<file path="config.mk">
export PLATFORM = sky130hd
export DESIGN_NAME = asynchronous_fifo
export DESIGN_NICKNAME = d
export VERILOG_FILES = /design/src/rtl/asynchronous_fifo_pkg.sv /design/src/rtl/asynchronous_fifo_mem.sv /design/src/rtl/asynchronous_fifo.sv
export SDC_FILE = /design/constraint.sdc
export NUM_CORES = 1
export LEC_CHECK = 0
export ABC_AREA = 1
export CAP_MARGIN = 20
export CORE_MARGIN = 8
export CORE_UTILIZATION = 55
export CTS_BUF_LIST = sky130_fd_sc_hd__clkbuf_2
export CTS_CLUSTER_DIAMETER = 30
export DETAILED_ROUTE_END_ITERATION = 8
export GPL_TIMING_DRIVEN = 0
export PLACE_DENSITY = 0.73
export SYNTH_ARGS = -nofsm -noshare
export SYNTH_HDL_FRONTEND = slang
export SYNTH_HIERARCHICAL = 1
export SYNTH_SLANG_ARGS = --single-unit
</file>
<file path="constraint.sdc">
create_clock -name w_clk -period 4.48 [get_ports w_clk]
set_input_delay 0.448 -clock w_clk [delete_from_list [all_inputs] [get_ports w_clk]]
set_output_delay 0.448 -clock w_clk [all_outputs]
set_load 0.005 [all_outputs]
</file>
<file path="src/rtl/asynchronous_fifo_pkg.sv">
// asynchronous_fifo_pkg: shared default geometry for the FIFO and its storage.
package asynchronous_fifo_pkg;
    localparam int DATA_WIDTH_DEF = 8;
    localparam int ADDR_WIDTH_DEF = 3;
endpackage

</file>
<file path="src/rtl/asynchronous_fifo_mem.sv">
// fifo_mem: DEPTH x DATA_WIDTH storage, synchronous write, registered read, no reset.
// Ports: clk_i clock; we_i/waddr_i/wdata_i write port; re_i/raddr_i read request; rdata_o registered word.
module fifo_mem
    import asynchronous_fifo_pkg::*;
#(
    parameter int DATA_WIDTH = DATA_WIDTH_DEF,
    parameter int ADDR_WIDTH = ADDR_WIDTH_DEF
) (
    input  logic                  clk_i,
    input  logic                  we_i,
    input  logic [ADDR_WIDTH-1:0] waddr_i,
    input  logic [DATA_WIDTH-1:0] wdata_i,
    input  logic                  re_i,
    input  logic [ADDR_WIDTH-1:0] raddr_i,
    output logic [DATA_WIDTH-1:0] rdata_o
);
    logic [DATA_WIDTH-1:0] mem_q [2**ADDR_WIDTH];
    logic [DATA_WIDTH-1:0] rdata_q;
    always_ff @(posedge clk_i) begin
        if (we_i) mem_q[waddr_i] <= wdata_i;
        if (re_i) rdata_q <= mem_q[raddr_i];
    end
    assign rdata_o = rdata_q;
endmodule

</file>
<file path="src/rtl/asynchronous_fifo.sv">
// asynchronous_fifo: single-clock FIFO with binary wrap-bit pointers and registered read data.
// Ports: w_clk clock; w_rst sync active-high reset; w_en/w_data write; r_en read request;
//        r_data read word (one edge latency); full/empty occupancy flags.
module asynchronous_fifo
    import asynchronous_fifo_pkg::*;
#(
    parameter int DATA_WIDTH = DATA_WIDTH_DEF,
    parameter int ADDR_WIDTH = ADDR_WIDTH_DEF
) (
    input  logic                  w_clk,
    input  logic                  w_rst,
    input  logic                  w_en,
    input  logic [DATA_WIDTH-1:0] w_data,
    input  logic                  r_en,
    output logic [DATA_WIDTH-1:0] r_data,
    output logic                  full,
    output logic                  empty
);
    localparam int PW = ADDR_WIDTH + 1;
    logic [PW-1:0] wr_ptr_q, wr_ptr_d, rd_ptr_q, rd_ptr_d;
    logic rd_seen_q, rd_seen_d;
    logic w_acc, r_acc;
    logic [DATA_WIDTH-1:0] mem_rdata;
    assign empty = wr_ptr_q == rd_ptr_q;
    assign full  = (wr_ptr_q[ADDR_WIDTH] != rd_ptr_q[ADDR_WIDTH]) &&
                   (wr_ptr_q[ADDR_WIDTH-1:0] == rd_ptr_q[ADDR_WIDTH-1:0]);
    assign w_acc = w_en && !full && !w_rst;
    assign r_acc = r_en && !empty && !w_rst;
    always_comb begin
        wr_ptr_d  = w_acc ? wr_ptr_q + 1'b1 : wr_ptr_q;
        rd_ptr_d  = r_acc ? rd_ptr_q + 1'b1 : rd_ptr_q;
        rd_seen_d = rd_seen_q || r_acc;
    end
    always_ff @(posedge w_clk) begin
        if (w_rst) begin
            wr_ptr_q  <= '0;
            rd_ptr_q  <= '0;
            rd_seen_q <= 1'b0;
        end else begin
            wr_ptr_q  <= wr_ptr_d;
            rd_ptr_q  <= rd_ptr_d;
            rd_seen_q <= rd_seen_d;
        end
    end
    // The storage read register has no reset, so r_data reads as zero until
    // the first read accepted since reset has loaded it.
    assign r_data = rd_seen_q ? mem_rdata : '0;
    fifo_mem #(.DATA_WIDTH(DATA_WIDTH), .ADDR_WIDTH(ADDR_WIDTH)) u_mem (
        .clk_i   (w_clk),
        .we_i    (w_acc),
        .waddr_i (wr_ptr_q[ADDR_WIDTH-1:0]),
        .wdata_i (w_data),
        .re_i    (r_acc),
        .raddr_i (rd_ptr_q[ADDR_WIDTH-1:0]),
        .rdata_o (mem_rdata)
    );
endmodule

</file>
==> flow_metrics.tcl <==
set metrics [dict create \
    pin_count 22 \
    layout_commonest_cell "nand2_1" \
    port_buffers 21 \
    routed-wl-met2_um 3460 \
    crit_required_ns 4.03 \
    design.core.area_um2 6720 \
    crit_slowest_cell "dfxtp_1" \
    antenna_found_initial 0 \
    synth_seq_cells 81 \
    worstMarginPinSlew_ns 0.940 \
    timing.critical_path.mode_cell "nand2_1" \
    wl_met3_um 491 \
    grt_pass1_wl_um 11900 \
    slowest_delay_ns 0.50 \
    clock_path_buffers 2 \
    final_cell_mix "137 x nand2_1, 88 x inv_1, 72 x edfxtp_1" \
    dr.pass1.iters 4 \
    avgSynthCellArea_um2 9.32 \
    core.rowCount 30 \
    cts_resized 0 \
    skew_ns 0.0342 \
    post-cts-setup-buffers 0 \
    path_class "reg2out" \
    crit_fanout 8 \
    p_per_area_nw_per_um2 352 \
    via_per_inst 4.84 \
    p_leak_nw 1.93 \
    drive_gt1_share_pct 9.75 \
    area_delta_synth_final_pct 11.7 \
    setup-tns-final_ns 0 \
    cp-start-kind "flip-flop" \
    place.gp.congestion 0.783 \
    drt-total-wl_um 7290 \
    worst_slack_ns 2.02 \
    yosys_warnings 6 \
    slew_viol_final 0 \
    vias 2522 \
    postSynthCellCount 404 \
    die-area_um2 9750 \
    numCtsBuffers 9 \
    syn-num-nets 418 \
    ys_seq_area_share_pct 62.2 \
    hold_viol 0 \
    fp.dieW_um 98.8 \
    status "complete, no violations" \
    hold_buffers 0 \
    cts_max_level 3 \
    ctsRootBufferMaster "clkbuf_2" \
    end_kind "output port" \
    die_h_um 98.8 \
    diodes 0 \
    post-place-ws_ns 1.88 \
    path_cells "nand2_1 -> nand2_1 -> nand4_4 -> inv_1 -> clkdlybuf4s50_1" \
    max-cap-violations 0 \
    wl_met1_um 3240 \
    grt_max_degree 14 \
    dp_hpwl_um 4750 \
    start_util_pct 56.1 \
    postRouteAntennaNets 0 \
    drt-initial-drc-count 149 \
    grt_pass1_vias 2386 \
    clk_pin_slew_ns 0.20 \
    wl_per_cell_um 14.0 \
    final-setup-viol-count 0 \
    maxSlewHeadroom_pct 37.1 \
    tritoncts "yes" \
    min_period_over_period_pct 54.8 \
    grt_usage_pct 16.0 \
    rsz0062_at_grt "no" \
    clk_latency_ns 0.49 \
    hp-class "reg2reg" \
    maxUsedRoutingLayer "met4" \
    syn_area_um2 3770 \
    nNetsFinal 450 \
    layout_min_cycle_time_ns 2.46 \
    drc 0 \
    vdd_drop_max_uv 162 \
    fmax_mhz 407 \
    crit_arrival_ns 2.01 \
    ys_types 23 \
    numClockSinks 81 \
    gr-total-overflow 0 \
]
## per-stage QoR
step / total power [mW] / utilization, % / hold slack (ns) / cells / instance area, um^2
2_1_floorplan: 1.00 / - / 0.495 / 404 / 3770
6_report: 1.48 / 62.6 / 0.561 / 521 / 4210
4_1_cts: 1.49 / 62.6 / 0.561 / 521 / 4210
5_1_grt: 1.55 / 62.6 / 0.609 / 521 / 4210
3_3_place_gp: 1.07 / 60.7 / 0.531 / 505 / 4080
3_5_place_dp: 1.08 / 60.7 / 0.538 / 505 / 4080
## metal layers
| layer | global-route usage, % | up-vias |
|---|---|---|
| met2 | 25.2 | 73 |
| li1 | - | 1311 |
| met1 | 20.2 | 1124 |
| met4 | 9.09 | 0 |
| met3 | 3.24 | 14 |
| met5 | 0 | - |
## final cells by class
cell class | instances | area, um^2
Buffer | 12 | 104
Clock buffer | 12 | 60.1
Clock inverter | 4 | 68.8
Fill cell | 556 | 2510
Inverter | 96 | 363
Multi-Input combinational cell | 215 | 957
Sequential cell | 81 | 2340
Tap cell | 80 | 100
Timing Repair Buffer | 21 | 210
## sequential cells by signal (all words and copies together), names as in the netlist
signal,count
rd_ptr_q,4
rd_seen_q,1
u_mem/mem_q,64
u_mem/rdata_o,8
wr_ptr_q,4
## worst max-delay path: cells and delay by family (launching register included)
kind	cells	cell delay, ns
buffers and inverters	2	0.59
DFF	1	0.50
and+or+nand+nor	3	0.44
## path summary, 6_finish.rpt
| kind | from | slack [ns] | cells after the start | end |
|---|---|---|---|---|
| max | rd_ptr_q[0]$_SDFFE_PP0P_ | 2.02 | 5 | full |
| min | rd_ptr_q[3]$_SDFFE_PP0P_ | 0.56 | 4 | rd_ptr_q[3]$_SDFFE_PP0P_ |
| max reg2reg | wr_ptr_q[0]$_SDFFE_PP0P_ | 2.07 | 8 | u_mem/mem_q[0][4]$_DFFE_PP_ |
| min reg2reg | rd_ptr_q[3]$_SDFFE_PP0P_ | 0.56 | 4 | rd_ptr_q[3]$_SDFFE_PP0P_ |
## Yosys cell counts
library cell / number / area share [%]
a21oi_2: 2 / 0.47
buf_4: 3 / 0.60
dfxtp_1: 9 / 4.8
buf_2: 2 / 0.27
nand2_1: 137 / 14
clkbuf_1: 1 / 0.10
nor2_4: 1 / 0.30
inv_2: 6 / 0.60
nand2_2: 3 / 0.50
nand4_4: 1 / 0.56
nand3_1: 38 / 5.0
nor2_1: 16 / 1.6
inv_4: 1 / 0.17
nand4_1: 4 / 0.66
edfxtp_1: 72 / 57
ha_1: 2 / 0.66
clkinv_1: 1 / 0.10
a21oi_1: 4 / 0.53
inv_1: 88 / 8.8
nor3_1: 2 / 0.27
o21ai_1: 2 / 0.27
nand2_4: 3 / 0.90
buf_6: 6 / 1.8
## logic make-up (layout without fill, tap and decap cells)
family	Yosys count	in the layout	share of synthesized area [%]
simple gates	205	205	23.5
buf+inv	108	145	12.4
flops	81	81	62.2
compound gates	8	8	1.26
fa+ha+maj	2	2	0.664
## report_power, final
group | total [mW] | switching (mW) | internal [mW]
Sequential | 0.853 | 0.00933 | 0.844
Combinational | 0.210 | 0.130 | 0.0804
Clock | 0.418 | 0.229 | 0.190
No activity file was read; power rests on OpenSTA's default activity.
